==> src/rtl/if_stage_pkg.sv <==
// if_stage_pkg: shared fetch/decode constants, IF/ID payload and fetch FSM encoding.
package if_stage_pkg;

   localparam logic [3:0]  OPC_HLT   = 4'hF;
   localparam logic [15:0] INSTR_NOP = 16'h0000;

   typedef enum logic {
      RUN  = 1'b0,
      HALT = 1'b1
   } fetch_state_e;

   typedef struct packed {
      logic [15:0] instr;
      logic [15:0] pc;
      logic        valid;
   } if_id_t;

   function automatic logic [3:0] opcode(input logic [15:0] instr);
      return instr[15:12];
   endfunction

endpackage

==> src/rtl/if_stage_if.sv <==
// if_stage_if: control, instruction-memory and IF/ID signals of the fetch stage.
interface if_stage_if;

   logic        stall;
   logic        flush;
   logic [15:0] redirect_pc;
   logic [15:0] instr_in;
   logic [15:0] iaddr;
   logic [15:0] instr_ID;
   logic [15:0] pc_ID;
   logic        valid_ID;
   logic        fetch_halted;

   modport master (
      input  stall, flush, redirect_pc, instr_in,
      output iaddr, instr_ID, pc_ID, valid_ID, fetch_halted
   );

   modport slave (
      output stall, flush, redirect_pc, instr_in,
      input  iaddr, instr_ID, pc_ID, valid_ID, fetch_halted
   );

endinterface

==> src/rtl/if_stage_if_id_reg.sv <==
// if_id_reg: IF/ID pipeline register; bubble overrides hold, a bubble keeps the old pc.
module if_id_reg
   import if_stage_pkg::*;
#(
   parameter logic [15:0] NOP_INSTR = INSTR_NOP
) (
   input  logic   clk,
   input  logic   rst,
   input  logic   hold,
   input  logic   bubble,
   input  if_id_t d,
   output if_id_t q
);

   always_ff @(posedge clk or posedge rst)
      if (rst) begin
         q <= '{instr: NOP_INSTR, pc: 16'h0000, valid: 1'b0};
      end else if (bubble) begin
         q.instr <= NOP_INSTR;
         q.valid <= 1'b0;
      end else if (!hold) begin
         q <= d;
      end

endmodule

==> src/rtl/if_stage.sv <==
// if_stage: PC, fetch RUN/HALT FSM and IF/ID register.
// Priority per edge: rst > flush > stall > normal fetch.
module if_stage
   import if_stage_pkg::*;
#(
   parameter logic [15:0] RESET_PC   = 16'h0000,
   parameter logic [3:0]  HLT_OPCODE = OPC_HLT,
   parameter logic [15:0] NOP_INSTR  = INSTR_NOP
) (
   input  logic            clk,
   input  logic            rst,
   if_stage_if.master      bus
);

   fetch_state_e state, state_nxt;
   logic [15:0]  pc, pc_nxt, pc_inc;
   logic         is_hlt;
   if_id_t       id_d, id_q;

   assign pc_inc = pc + 16'h0001;
   assign is_hlt = opcode(bus.instr_in) == HLT_OPCODE;

   always_ff @(posedge clk or posedge rst)
      if (rst) begin
         state <= RUN;
         pc    <= RESET_PC;
      end else begin
         state <= state_nxt;
         pc    <= pc_nxt;
      end

   // A flush always returns to RUN, even when the redirecting fetch sees an HLT.
   always_comb begin
      state_nxt = bus.flush ? RUN :
                  bus.stall ? state :
                  (state == RUN && is_hlt) ? HALT : state;
      pc_nxt    = bus.flush ? bus.redirect_pc :
                  (bus.stall || state == HALT || is_hlt) ? pc : pc_inc;
   end

   always_comb begin
      bus.iaddr        = pc;
      bus.fetch_halted = state == HALT;
      bus.instr_ID     = id_q.instr;
      bus.pc_ID        = id_q.pc;
      bus.valid_ID     = id_q.valid;
   end

   assign id_d = '{instr: bus.instr_in, pc: pc_inc, valid: 1'b1};

   if_id_reg #(.NOP_INSTR(NOP_INSTR)) u_if_id (
      .clk    (clk),
      .rst    (rst),
      .hold   (bus.stall),
      .bubble (bus.flush | (!bus.stall & state == HALT)),
      .d      (id_d),
      .q      (id_q)
   );

endmodule

==> src/flat_wrapper.sv <==
// flat-port wrapper written by rule: the top's interface ports become plain ports
module if_stage_flat import if_stage_pkg::*;
#(
   parameter logic [15:0] RESET_PC   = 16'h0000,
   parameter logic [3:0]  HLT_OPCODE = OPC_HLT,
   parameter logic [15:0] NOP_INSTR  = INSTR_NOP
)
  (clk, rst, bus_stall, bus_flush, bus_redirect_pc, bus_instr_in, bus_iaddr, bus_instr_ID, bus_pc_ID, bus_valid_ID, bus_fetch_halted);
  if_stage_if bus_i ();
  input  logic clk;
  input  logic rst;
  input wire logic [$bits(bus_i.stall)-1:0] bus_stall;
  input wire logic [$bits(bus_i.flush)-1:0] bus_flush;
  input wire logic [$bits(bus_i.redirect_pc)-1:0] bus_redirect_pc;
  input wire logic [$bits(bus_i.instr_in)-1:0] bus_instr_in;
  output wire logic [$bits(bus_i.iaddr)-1:0] bus_iaddr;
  output wire logic [$bits(bus_i.instr_ID)-1:0] bus_instr_ID;
  output wire logic [$bits(bus_i.pc_ID)-1:0] bus_pc_ID;
  output wire logic [$bits(bus_i.valid_ID)-1:0] bus_valid_ID;
  output wire logic [$bits(bus_i.fetch_halted)-1:0] bus_fetch_halted;
  assign bus_i.stall = bus_stall;
  assign bus_i.flush = bus_flush;
  assign bus_i.redirect_pc = bus_redirect_pc;
  assign bus_i.instr_in = bus_instr_in;
  assign bus_iaddr = bus_i.iaddr;
  assign bus_instr_ID = bus_i.instr_ID;
  assign bus_pc_ID = bus_i.pc_ID;
  assign bus_valid_ID = bus_i.valid_ID;
  assign bus_fetch_halted = bus_i.fetch_halted;
  if_stage #(.RESET_PC(RESET_PC), .HLT_OPCODE(HLT_OPCODE), .NOP_INSTR(NOP_INSTR)) u_core (.clk(clk), .rst(rst), .bus(bus_i));
endmodule
==> config.mk <==
export PLATFORM = sky130hd
export DESIGN_NAME = if_stage_flat
export DESIGN_NICKNAME = d
export VERILOG_FILES = /design/src/rtl/if_stage_pkg.sv /design/src/rtl/if_stage_if.sv /design/src/rtl/if_stage_if_id_reg.sv /design/src/rtl/if_stage.sv /design/src/flat_wrapper.sv
export SDC_FILE = /design/constraint.sdc
export NUM_CORES = 1
export LEC_CHECK = 0
export ABC_CLOCK_PERIOD_IN_PS = 1750
export BUFFER_PORTS_ARGS = -buffer_cell sky130_fd_sc_hd__buf_2
export CAP_MARGIN = 20
export CORE_ASPECT_RATIO = 1.1
export CORE_MARGIN = 10
export CORE_UTILIZATION = 45
export DETAILED_ROUTE_END_ITERATION = 6
export PLACE_DENSITY = 0.76
export REMOVE_ABC_BUFFERS = 1
export SYNTH_ARGS = -nofsm -noshare
export SYNTH_HDL_FRONTEND = slang
export SYNTH_HIERARCHICAL = 1
export SYNTH_SLANG_ARGS = --single-unit
==> constraint.sdc <==
create_clock -name clk -period 1.75 [get_ports clk]
set_input_delay 0.2625 -clock clk [delete_from_list [all_inputs] [get_ports clk]]
set_output_delay 0.2625 -clock clk [all_outputs]
set_load 0.05 [all_outputs]
==> results of run 1 <==
-- synthesized netlist by cell type, drive strengths merged --
library cell,n
buf,8
or4,4
or3,4
xor2,12
nor2,32
inv,4
and2,4
clkbuf,4
nand2,13
mux2i,18
nand3,6
and4,2
nand4,10
xnor2,9
dfrtp,50
o21ai,13
clkinv,1
o31ai,3
conb,1
mux2,16
ha,1
a31oi,8
and3,3
-- area by class of cell --
class	instances	area [um^2]	area share [%]
flip-flops and latches	50	1251	38.97
well taps	75	93.84	2.923
repair buffers	107	603.1	18.78
multi-input cells	159	1167	36.36
inverters	5	18.77	0.5846
clock buffers	7	76.32	2.377
-- registers in the layout, indices dropped and copies added, names as in the netlist --
register / count
u_core/bus.iaddr: 16
u_core/u_if_id/q: 33
u_core/bus.fetch_halted: 1
-- layout by cell type (no fill, tap or decap), types with 6 or more instances in the layout --
master / netlist / layout
sky130_fd_sc_hd__mux2_4: 10 / 10
sky130_fd_sc_hd__nand4_1: 9 / 9
sky130_fd_sc_hd__o21ai_0: 13 / 12
sky130_fd_sc_hd__nand2_1: 13 / 12
sky130_fd_sc_hd__xnor2_1: 9 / 9
sky130_fd_sc_hd__a31oi_1: 8 / 8
sky130_fd_sc_hd__xor2_1: 12 / 12
sky130_fd_sc_hd__dfrtp_1: 50 / 50
sky130_fd_sc_hd__buf_4: 1 / 21
sky130_fd_sc_hd__nor2_1: 31 / 31
sky130_fd_sc_hd__mux2i_1: 18 / 18
sky130_fd_sc_hd__buf_2: 1 / 85
sky130_fd_sc_hd__mux2_2: 6 / 6
-- worst max-delay path: cells and delay by family (launching register included) --
family | cells | cell delay (ps)
fa+ha+maj | 1 | 190
compound gates | 1 | 170
simple gates | 3 | 740
buf+inv | 1 | 140
flops | 1 | 390
-- path summary, 6_finish.rpt --
kind	start	endpoint	slack, ps
max	u_core/bus.iaddr[0]	u_core/bus.iaddr[8]	50
min	rst	u_core/u_if_id/q[24]	20
max reg2reg	u_core/bus.iaddr[0]	u_core/bus.iaddr[8]	50
min reg2reg	u_core/u_if_id/q[2]	u_core/u_if_id/q[2]	510
max in group asynchronous	rst	u_core/u_if_id/q[14]	1210
min in group clk	bus_redirect_pc[2]	u_core/bus.iaddr[2]	160
-- power groups by stage --
stage | Sequential [mW] | Clock (mW) | Combinational [mW]
global route | 1.42 | 0.700 | 1.23
finish | 1.40 | 0.642 | 1.17
detailed placement | 1.42 | 0 | 1.17
CTS | 1.40 | 0.659 | 1.17
global placement | 1.41 | 0 | 1.15
floorplan | 1.93 | 0 | 0.291
-- logic make-up (layout without fill, tap and decap cells) --
| logic type | count (synthesis) | in the layout |
|---|---|---|
| adder cells (fa/ha/maj) | 1 | 1 |
| flip-flops | 50 | 50 |
| AND/OR/NAND/NOR | 78 | 78 |
| multiplexers | 34 | 34 |
| buffers and inverters | 17 | 119 |
| XOR/XNOR | 21 | 21 |
| AO/OA/AOI/OAI | 24 | 24 |
| other | 1 | 1 |
-- metal layers --
layer | vias to the layer above | GRT usage, %
li1 | 984 | -
met1 | 1015 | 15.48
met2 | 67 | 24.36
met3 | 7 | 4.780
met4 | 0 | 4.704
met5 | - | 0
-- stage by stage --
step	utilization (%)	instance area, um^2	power [mW]	setup slack (ps)
3_5_place_dp	57.28	3110	2.589	83.97
6_report	59.12	3211	3.208	45.10
4_1_cts	58.69	3187	3.230	68.95
5_1_grt	59.12	3211	3.353	-11.07
3_3_place_gp	57.28	3110	2.566	142.9
2_1_floorplan	-	2421	2.226	-957.6
-- what timing repair did --
action | 4_1_cts | 5_1_grt
setup endpoints to repair | 0 | 5
gates resized for setup | 0 | 3
setup buffers | 0 | 1
hold endpoints to repair | 0 | 0
==> run summary, run 1 <==
The run finished with clean final reports. The fill cell instance count of the final layout came out at 480. The count of endpoints failing setup in the final report came out at 0. Of the total power, the share spent switching nets is 39.81%. The fraction of layout instances using a drive strength above 1 is 40.85%. The hold buffer count at cts is 0. The portion of the clock cycle consumed by the worst path in the final layout came out at 97.42%. The tightest min-delay check is of the in2async type. The area enclosed by the die boundary came out at 9021 um^2. The synthesized-area fraction occupied by ao, oa, aoi and oai cells came out at 5.443%.

After detailed routing, the wire length on met1 is 2.649 mm. The top-level I/O count came out at 86. The clock network latency to the later pin of the worst-skew pair is 310 ps. The leakage power figure came out at 1.607 nW. The clock-pin slew on the worst setup and hold paths is 90 ps.

The setup TNS came out at 0 ps. The library cell with the largest summed area after synthesis is sky130_fd_sc_hd__dfrtp_1. VDD sags by at most 0.6981 mV. In this run the top signal layer used is met4. The maximum number of pins on one net before global-route repair came out at 21. The synthesized-area fraction occupied by xor and xnor cells is 7.274%. The number of instances in the placed design came out at 395. The floorplan step set the die height to 98.62 um. The slowest stage of the critical path is the sky130_fd_sc_hd__dfrtp_1 cell.

The count of buffers from port buffering came out at 85. The post-detailed-route wirelength per cell came out at 16.28 um. The part of the total power dissipated in combinational logic is 36.4%.

The mean area per synthesized cell came out at 11.19 um^2. The via count of the routed design came out at 2,073. The net count of the finished layout is 365. The final count of hold timing violations is 0. The number of violations of the max-capacitance limit came out at 0. The adder and majority cell fraction of the synthesized area is 0.4948%. The HPWL after detailed placement is 5.022 mm.

The CTS H-tree depth is 2. After synthesis, the largest family of logic cells by area is simple AND/OR/NAND/NOR gates. In this run, synthesis produced a sequential element count of 50.

The combined area of all synthesized cells came out at 2529 um^2. The total grt overflow came out at 0. The number of clock buffers added by TritonCTS is 5. The met2 routed wirelength came out at 3.324 mm. Ranked by total cell area, the synthesized netlist is headed by sky130_fd_sc_hd__dfrtp_1 49%, sky130_fd_sc_hd__mux2i_1 7.1%, sky130_fd_sc_hd__mux2_4 5.9%. The fraction of post-synthesis cell area in the top cell type by area came out at 49.48%. The post-route DRC violation count is 0. Summed over all layers, the routed wires come to 6.560 mm. The portion of the post-synthesis area used by sequential elements is 49.48%. The number of buffers on the longest clock path is 2.

The global placement routability congestion is 0.8574. The first-pass iteration count of the detailed router came out at 4. The layout overhead on the synthesized area is 26.97%.

The arrival time of data at the critical path endpoint came out at 1930 ps. The time the final worst path needs with I/O delays and setup came out at 1705 ps. The number of distinct library cell variants in the gate-level netlist after synthesis came out at 32. TritonCTS built the clock tree. The warning count from the yosys run is 6. The worst setup path is launched from a flop.

The number of diodes is 0. The multiplexer fraction of the synthesized cell area came out at 15.73%. Power spread over the standard cell area amounts to 999.3 nW/um^2. The headroom to the max-slew limit is 56.14%.

The final max-slew violation count is 0. The initial antenna violation count came to 0. For the pin with the worst max-slew slack, the measured transition is 657.2 ps. The worst setup path is captured at a flop.

Counting every sink on the clock net gives 50. The number of DRC violations after detailed-routing iteration 0 is 81. The worst hold margin is 18.92 ps. On the worst path, the slowest cell contributes a delay of 390 ps. The maximum achievable frequency came out at 586.5 MHz. The logic depth of the worst register-to-register path came out at 6.

The post-synthesis share of cell area spent on and, or, nand and nor gates is 16.43%. The row count came out at 28. Summed over all nets, the switching power comes to 1.277 mW.

The internal portion of the total power is 1.931 mW. The sequential power share is 43.5%. The kind of critical path is reg2reg.

The largest fanout on the critical path is 5. The die outline width came out at 91.48 um. The worst clock skew is 8.088 ps. The buffer type at the clock tree root is sky130_fd_sc_hd__clkbuf_8. The required arrival time at the worst endpoint is 1980 ps. The met3 wire length is 490 um.

Once the floorplan was initialized, standard cells occupied 46.57% of the core. The remaining number of nets flagged by the antenna check after routing came out at 0. The number of non-filler instances in the completed layout is 403. Walking the worst path, the cells encountered are ha_1 -> and3_4 -> buf_4 -> nand4_1 -> or3_1 -> a31oi_1. Synthesis produced 226 cells. The total track usage came out at 13.96%. In this run the standard cell core region covers 5430 um^2. The via count of the first global-routing pass is 2,149.

The first global-routing pass estimated 10.44 mm of wire. The via density per instance came out at 5.144. The fraction of power consumed by the clock network is 20.0%.
No activity file was read; power rests on OpenSTA's default activity.
==> run 2: changes to the inputs <==
ABC_AREA = 1   (was unset)
==> run 2 against run 1 <==
Compared with the run above: flip-flop and latch count is the same; clock power grew 5.9%; cell count grew 21%; global-route usage grew 1.4 points; largest cell class unchanged; highest routed layer unchanged.
==> run summary, run 2 <==
The number of setup buffers added after CTS came to 0 (unchanged). In the post-synthesis netlist, the biggest area contributors are sky130_fd_sc_hd__dfrtp_1 50%, sky130_fd_sc_hd__nand2_1 19%, sky130_fd_sc_hd__nand3_1 7.1%. The count of nets after finishing was 448 (+23%).

The count of endpoints failing setup in the final report is 0 (unchanged). The time the final worst path needs with I/O delays and setup was 1487 ps (-218.0 ps). The worst register-to-register path begins at u_core/bus.iaddr[1]. Sorting the synthesized cells by how often they occur yields 127 x sky130_fd_sc_hd__nand2_1, 50 x sky130_fd_sc_hd__dfrtp_1, 36 x sky130_fd_sc_hd__nand3_1. The combined area of all synthesized cells is 2521 um^2 (-0.30%). The clock-pin slew on the worst setup and hold paths came out at 90 ps (about the same).

The register-to-register path setup slack is 260 ps (+220 ps). The async set-reset flop share out of synthesis came out at 100.0% (unchanged). The total grt overflow is 0 (unchanged). The number of flip-flops under the largest register name is 33 (unchanged). The number of instances in the placed design came out at 479 (+21%). The overall routed net length came out at 6.747 mm (+2.9%). The die outline height came out at 98.51 um (-0.12%). The power density relative to cell area came to 1004 nW/um^2 (+0.46%). The initial antenna violation count is 0 (unchanged).

The total of flip-flops plus latches after synthesis came out at 50 (unchanged). The area after detailed placement came out at 3005 um^2 (-3.4%). The logic depth of the worst register-to-register path is 9 (+3). The most prevalent standard cell on the critical path is sky130_fd_sc_hd__nand2_1. STA classifies the critical path startpoint as a flop. The kind of critical path is reg2reg.

The worst setup path is captured at a flop. The maximum number of pins on one net before global-route repair came out at 34 (+62%). The number of diodes is 0 (unchanged).

The peak supply drop is 0.4573 mV (-34%). The mean area per synthesized cell came out at 7.781 um^2 (-30%). The die outline width is 91.37 um (-0.12%). Leaving out fill and tap cells, the most frequent cells in the layout are 127 x sky130_fd_sc_hd__nand2_1, 85 x sky130_fd_sc_hd__buf_2, 50 x sky130_fd_sc_hd__dfrtp_1, 36 x sky130_fd_sc_hd__nand3_1, 25 x sky130_fd_sc_hd__o21ai_0. Setup repair after global routing left no endpoint under its margin. The core area came out at 5395 um^2 (-0.65%). The HPWL after detailed placement came out at 5.261 mm (+4.8%). The gate count after technology mapping came out at 324 (+43%). Counting flops per register, the top entry is u_core/u_if_id/q.

The largest fanout on the critical path is 5 (unchanged). The portion of the post-synthesis area used by sequential elements came out at 49.63% (+0.15 points). The total track usage came out at 15.36% (+1.4 points). The headroom to the max-slew limit is 54.62% (-1.5 points). The number of buffers inserted during clock tree synthesis came out at 5 (unchanged). The setup slack at placement is 277.1 ps (+193.1 ps). The number of buffers on the longest clock path came out at 2 (unchanged). The number of gates resized after CTS came to 0 (unchanged). The warning count from the yosys run came out at 6 (unchanged). The hold buffer count at cts came to 0 (unchanged).

The worst register-to-register path ends at u_core/u_if_id/q[13]. The via count of the routed design came to 2,374 (+15%). The row count came out at 28 (unchanged). The effective utilization at floorplan is 46.73% (+0.16 points).

The post-detailed-route wirelength per cell is 13.85 um (-15%). From synthesis to final layout, the design area changed by 22.83%. The buffer type at the clock tree root is sky130_fd_sc_hd__clkbuf_8. The fraction of post-synthesis cell area in the top cell type by area is 49.63% (+0.15 points). The maximum achievable frequency came to 672.5 MHz (+15%). The most used flip-flop cell after synthesis is sky130_fd_sc_hd__dfrtp_1. The final non-filler cell area is 3097 um^2 (-3.5%).

Traced cell by cell, the critical path runs through ha_1 -> nand2_1 -> nor2_1 -> nand2_1 -> inv_1 -> nand3_1 -> and2_1 -> nand2_1 -> nand2_1. The worst hold margin is 46.02 ps (+27.10 ps). The via count of the first global-routing pass is 2,486 (+16%).

The slowest stage of the critical path is the sky130_fd_sc_hd__dfrtp_1 cell. The number of DRC violations after detailed-routing iteration 0 is 114 (+41%). The clock sink total was 50 (unchanged). The delay of the slowest cell on the worst path came out at 430 ps (+40 ps). The global-route wire length before repair was 11.67 mm (+12%).

The post-route DRC violation count came out at 0 (unchanged). The type of the worst min-delay path is in2async. The number of non-filler instances in the completed layout came out at 487 (+21%). The largest total area in the synthesized netlist belongs to sky130_fd_sc_hd__dfrtp_1. The number of flops mapped to enable cells by yosys came out at 0 (unchanged). The final setup slack of the worst path came out at 263.1 ps (+218.0 ps). The flow ran to the end, and the final reports show no timing, DRC or antenna violations. The final count of hold timing violations came out at 0 (unchanged). The remaining number of nets flagged by the antenna check after routing came out at 0 (unchanged). The fraction of layout instances using a drive strength above 1 came out at 26.70% (-14 points). The clock network latency to the later pin of the worst-skew pair is 300 ps (about the same).

The required arrival time at the worst endpoint came out at 1940 ps (-40 ps). The final max-slew violation count is 0 (unchanged). The top-level I/O count came out at 86 (unchanged). The most used standard cell by instance count after synthesis is sky130_fd_sc_hd__nand2_1. The global placement routability congestion came out at 0.8362 (-2.5%). The number of violations of the max-capacitance limit came out at 0 (unchanged). The portion of the clock cycle consumed by the worst path in the final layout is 84.96% (-12 points). The first-pass iteration count of the detailed router came out at 5 (+1). The number of distinct library cell variants in the gate-level netlist after synthesis is 27 (-16%).

The slew at the pin closest to its max-slew limit was 679.9 ps (+22.72 ps). The area enclosed by the die boundary is 9000 um^2 (-0.24%). The count of buffers from port buffering came out at 85 (unchanged). Leaving out fill and tap cells, the most frequent cell in the layout is sky130_fd_sc_hd__nand2_1. The arrival time of data at the critical path endpoint was 1680 ps (-250 ps). The via density per instance is 4.875 (-5.2%). The leakage power figure was 1.733 nW (+7.8%). The CTS H-tree depth is 2 (unchanged). The worst clock skew came to 7.943 ps (-0.1448 ps). The CTS tree is done.
run 2: power breakdown:
group | internal (mW) | leakage, nW | switching (mW) | total, mW
logic | 0.242 | 1.05 | 0.799 | 1.04
registers | 1.29 | 0.636 | 0.102 | 1.39
clock network | 0.319 | 0.0482 | 0.361 | 0.680
total | 1.85 | 1.73 | 1.26 | 3.11
run 2: layer usage:
layer  track usage, %  up-vias  part of all wire [%]  routed length, um
li1                 -     1193                     -                  -
met1            18.14     1079                    42               2861
met2            26.52       94                    49               3316
met3            5.008        8                   7.9                530
met4            3.378        0                  0.58                 39
met5                0        -                     0                  0
run 2: cell type report:
cell class                      instances  area, um^2
Inverter                               26       97.59
Clock inverter                          1       5.005
Timing Repair Buffer                   93       485.5
Tap cell                               75       93.84
Sequential cell                        50        1251
Clock buffer                            7       86.33
Multi-Input combinational cell        235        1077
Fill cell                             562        2298
run 2: how the worst max path moves through the flow:
stage | cells past startpoint | slack [ps] | from | to
detailed placement | 9 | 280 | u_core/bus.iaddr[1] | u_core/u_if_id/q[13]
global placement | 9 | 290 | u_core/bus.iaddr[1] | u_core/u_if_id/q[13]
finish | 9 | 260 | u_core/bus.iaddr[1] | u_core/u_if_id/q[13]
CTS | 9 | 260 | u_core/bus.iaddr[1] | u_core/u_if_id/q[13]
global route | 9 | 100 | u_core/bus.iaddr[1] | u_core/u_if_id/q[13]
floorplan | 5 | -530 | u_core/bus.fetch_halted | u_core/u_if_id/q[0]
run 2: through the flow:
stage	power [mW]	TNS [ps]	util, %
after detailed placement	2.462	0	55.71
after CTS	3.150	0	57.40
after floorplan	2.139	-17140	-
after global placement	2.448	0	55.71
after global routing	3.308	0	57.40
final	3.109	0	57.40
run 2: logic make-up (layout without fill, tap and decap cells):
group / after synthesis / after routing / share of synthesized area [%]
flops: 50 / 50 / 49.63
simple gates: 195 / 195 / 33.05
xor+xnor: 8 / 8 / 2.779
other cells: 1 / 1 / 0.1487
buf+inv: 39 / 127 / 7.642
compound gates: 30 / 30 / 6.253
fa+ha+maj: 1 / 1 / 0.4962
run 2: critical path: cells and delay by family (launching register included):
family / cells / cell delay, ps
DFF: 1 / 430
adders and majority gates: 1 / 250
buffers and inverters: 1 / 80
and+or+nand+nor: 7 / 620
==> run 3: changes to the inputs <==
ABC_AREA = 0   (was 1)
ABC_CLOCK_PERIOD_IN_PS = 1550   (was 1750)
CORE_UTILIZATION = 50   (was 45)
PLACE_DENSITY = 0.8   (was 0.76)
clock period = 1.55 ns   (was 1.75 ns; I/O delays follow)
==> run 3 against run 2 <==
Compared with the run above: the flow now finishes with violations (setup timing); cell count down 17%; clock power up 15%; global-route usage is 0.54 points higher; flip-flop and latch count is the same; sequential share of layout area decreased by 3.3 points; first-iteration DRC count is 34% higher; worst hold slack gained 87 ps; non-clock buffer count rose by 30; setup slack worse by 320 ps; via count down 10%; sequential power increased by 14%; die area decreased by 7.7%; critical path type unchanged; largest cell class unchanged; largest power group unchanged.
==> run summary, run 3 (synthesis results as in run 1) <==
The flow ran to the end, but the final reports show violations. The checks that failed: setup timing. The HPWL after detailed placement was 5.151 mm (-2.1%). The initial antenna violation count is 0 (unchanged). The largest fanout on the critical path came out at 4 (-1). The kind of end point of the critical path is a flop. The remaining number of nets flagged by the antenna check after routing came out at 0 (unchanged). The final setup slack of the worst path came out at -58.31 ps (-321.4 ps). The root buffer cell chosen for the clock tree is sky130_fd_sc_hd__clkbuf_8. The worst hold path terminates at u_core/bus.iaddr[5]. The arrival time of data at the critical path endpoint is 1840 ps (+160 ps). The area enclosed by the die boundary is 8305 um^2 (-7.7%). The number of diodes came out at 0 (unchanged). The final count of hold timing violations came to 0 (unchanged). The number of violations of the max-capacitance limit was 0 (unchanged). The maximum achievable frequency was 621.8 MHz (-7.5%).

The count of endpoints failing setup in the final report came out at 9 (+9). The post-detailed-route wirelength per cell was 16.42 um (+19%). The logic depth of the worst register-to-register path came to 5 (-4). The part of the total power dissipated in combinational logic was 36.8% (+3.3 points). The number of flip-flops under the largest register name is 33 (unchanged). The internal power consumption was 2.266 mW (+23%). The portion of the clock cycle consumed by the worst path in the final layout came out at 103.8% (+19 points). The signal on the critical path passes through ha_2 -> and3_4 -> nand4_4 -> or4_1 -> a31oi_1.

The final max-slew violation count was 0 (unchanged). The peak supply drop was 0.5827 mV (+27%). The overall routed net length is 6.617 mm (-1.9%). The sum of buffers and inverters on the critical path was 0 (-1). The endpoint identified for the worst register-to-register timing path is u_core/bus.iaddr[14]. Setup repair after global routing could not meet its margin everywhere. The critical path is of the reg2reg type. The number of buffers inserted during clock tree synthesis is 5 (unchanged). The core area came out at 4966 um^2 (-8.0%). The number of DRC violations after detailed-routing iteration 0 is 153 (+34%).

The top cell types in the final layout, fill and taps aside, are 85 x sky130_fd_sc_hd__buf_2, 50 x sky130_fd_sc_hd__dfrtp_1, 32 x sky130_fd_sc_hd__buf_4, 30 x sky130_fd_sc_hd__nor2_1, 18 x sky130_fd_sc_hd__mux2i_1. The fraction of layout instances using a drive strength above 1 came to 45.22% (+19 points). The die outline height came to 94.59 um (-4.0%). The via count of the first global-routing pass was 2,195 (-12%). The delay of the slowest cell on the worst path is 430 ps (about the same). The global placement routability congestion came to 0.8437 (+0.90%).

The switching power came out at 1.464 mW (+16%). The die outline width is 87.81 um (-3.9%). The total grt overflow is 0 (unchanged). The CTS H-tree depth is 2 (unchanged). The first-pass iteration count of the detailed router is 4 (-1). The maximum number of pins on one net before global-route repair is 25 (-26%). On the critical path, the stage with the largest delay is an instance of sky130_fd_sc_hd__or4_1. The worst clock skew is 3.657 ps (-4.287 ps). The power after layout came to 3.730 mW (+20%).

The clock sink total came out at 50 (unchanged). The post-route DRC violation count is 0 (unchanged). The area after detailed placement came out at 3199 um^2 (+6.5%). The worst hold path begins at bus_redirect_pc[5]. The clock network latency to the later pin of the worst-skew pair came out at 300 ps (about the same). The largest delay contributor family on the critical path is simple AND/OR/NAND/NOR gates. The top-level I/O count is 86 (unchanged). The count of buffers from port buffering is 85 (unchanged). The min-delay analysis places its worst path in the category in2reg. The switching share of power came out at 39.25% (-1.3 points). The fraction of power consumed by the clock network is 20.9% (-1.0 points). The number of instances on the worst hold path came out at 3.

The leakage power figure came out at 1.704 nW (-1.7%). Ranked by flip-flop count, first place goes to u_core/u_if_id/q. The count of nets after finishing is 381 (-15%). The total track usage was 15.90% (+0.54 points). The register-to-register path setup slack was -60 ps (-320 ps). The row count came out at 27 (-3.6%). The via density per instance is 5.295 (+8.6%). The most frequent standard cell in the layout excluding fill and tap cells is sky130_fd_sc_hd__buf_2. The sequential power share came out at 42.2% (-2.4 points). TritonCTS built the clock tree. The power density relative to cell area came out at 1107 nW/um^2 (+10%). The via count of the routed design came to 2,134 (-10%).

The number of buffers on the longest clock path is 2 (unchanged). The global-route wire length before repair came out at 10.47 mm (-10%). The startpoint identified for the worst register-to-register timing path is u_core/bus.iaddr[0].

The required arrival time at the worst endpoint is 1780 ps (-160 ps). The final non-filler cell area came out at 3369 um^2 (+8.8%). The layout overhead on the synthesized area came out at 33.25%.

The worst setup path is launched from a flop. The clock-pin slew on the worst setup and hold paths came out at 90 ps (about the same). The time the final worst path needs with I/O delays and setup is 1608 ps (+121.4 ps). The effective utilization at floorplan is 50.92% (+4.2 points).
## run 3: changes by cell type in the layout (fill, tap and decap cells not counted), sizes merged, moves of 7 or more
cell,delta
xnor2,+7
inv,-21
nand4,+7
nand3,-32
nor2,+11
mux2i,+18
o21ai,-14
mux2,+16
nand2,-116
buf,+29
a31oi,+8
## run 3: stage by stage
step | utilization [%] | std cells | hold WS (ps) | TNS (ps) | setup slack, ps
floorplan | - | 214 | 158.6 | -34960 | -1158
detailed placement | 64.42 | 391 | 245.6 | -137.3 | -42.36
CTS | 66.97 | 401 | 124.3 | -119.2 | -30.93
finish | 67.85 | 403 | 133.0 | -278.1 | -58.31
global placement | 64.42 | 391 | 240.8 | 0 | 8.541
global route | 67.85 | 403 | 139.9 | -1116 | -123.1
## run 3: worst min-delay path, cell delays in order
cell and delay [ps]:
sky130_fd_sc_hd__buf_2 70, sky130_fd_sc_hd__nand2_1 40, sky130_fd_sc_hd__o21ai_0 60
## run 3: metal layers
layer	wire length (um)	global-route usage, %	vias to the layer above
met1	2447	17.60	1021
met4	131	6.250	0
met5	0	0	-
met3	452	4.048	11
li1	-	-	1027
met2	3586	28.28	75
## run 3: worst max-delay path by stage
stage                                        from              endpoint  slack, ps  cells past startpoint
after global placement        u_core/bus.iaddr[0]  u_core/bus.iaddr[14]          9                      5
after floorplan           u_core/bus.fetch_halted  u_core/u_if_id/q[10]      -1160                      4
final                         u_core/bus.iaddr[0]  u_core/bus.iaddr[14]        -60                      5
after detailed placement      u_core/bus.iaddr[0]   u_core/bus.iaddr[8]        -40                      6
after CTS                     u_core/bus.iaddr[0]   u_core/bus.iaddr[8]        -30                      6
after global routing          u_core/bus.iaddr[1]  u_core/bus.iaddr[10]       -120                      6
## run 3: what timing repair did
action | 4_1_cts | 5_1_grt
hold buffers | 1 | 0
pin swaps | 5 | 7
hold endpoints to repair | 26 | 0
setup endpoints to repair | 8 | 16
setup buffers | 1 | 2
gates resized for setup | 5 | 6
## run 3: power groups by stage
stage,registers (mW),logic (mW),clock network [mW]
3_5_place_dp,1.60,1.36,0
2_1_floorplan,2.18,0.329,0
3_3_place_gp,1.59,1.34,0
6_report,1.58,1.37,0.781
4_1_cts,1.57,1.37,0.804
5_1_grt,1.60,1.45,0.858
## run 3: final cells by class
cell class | count | area [um^2]
Fill cell | 373 | 1597
Clock buffer | 6 | 82.58
Clock inverter | 2 | 12.51
Sequential cell | 50 | 1251
Tap cell | 58 | 72.57
Multi-Input combinational cell | 159 | 1182
Inverter | 5 | 18.77
Timing Repair Buffer | 123 | 749.5
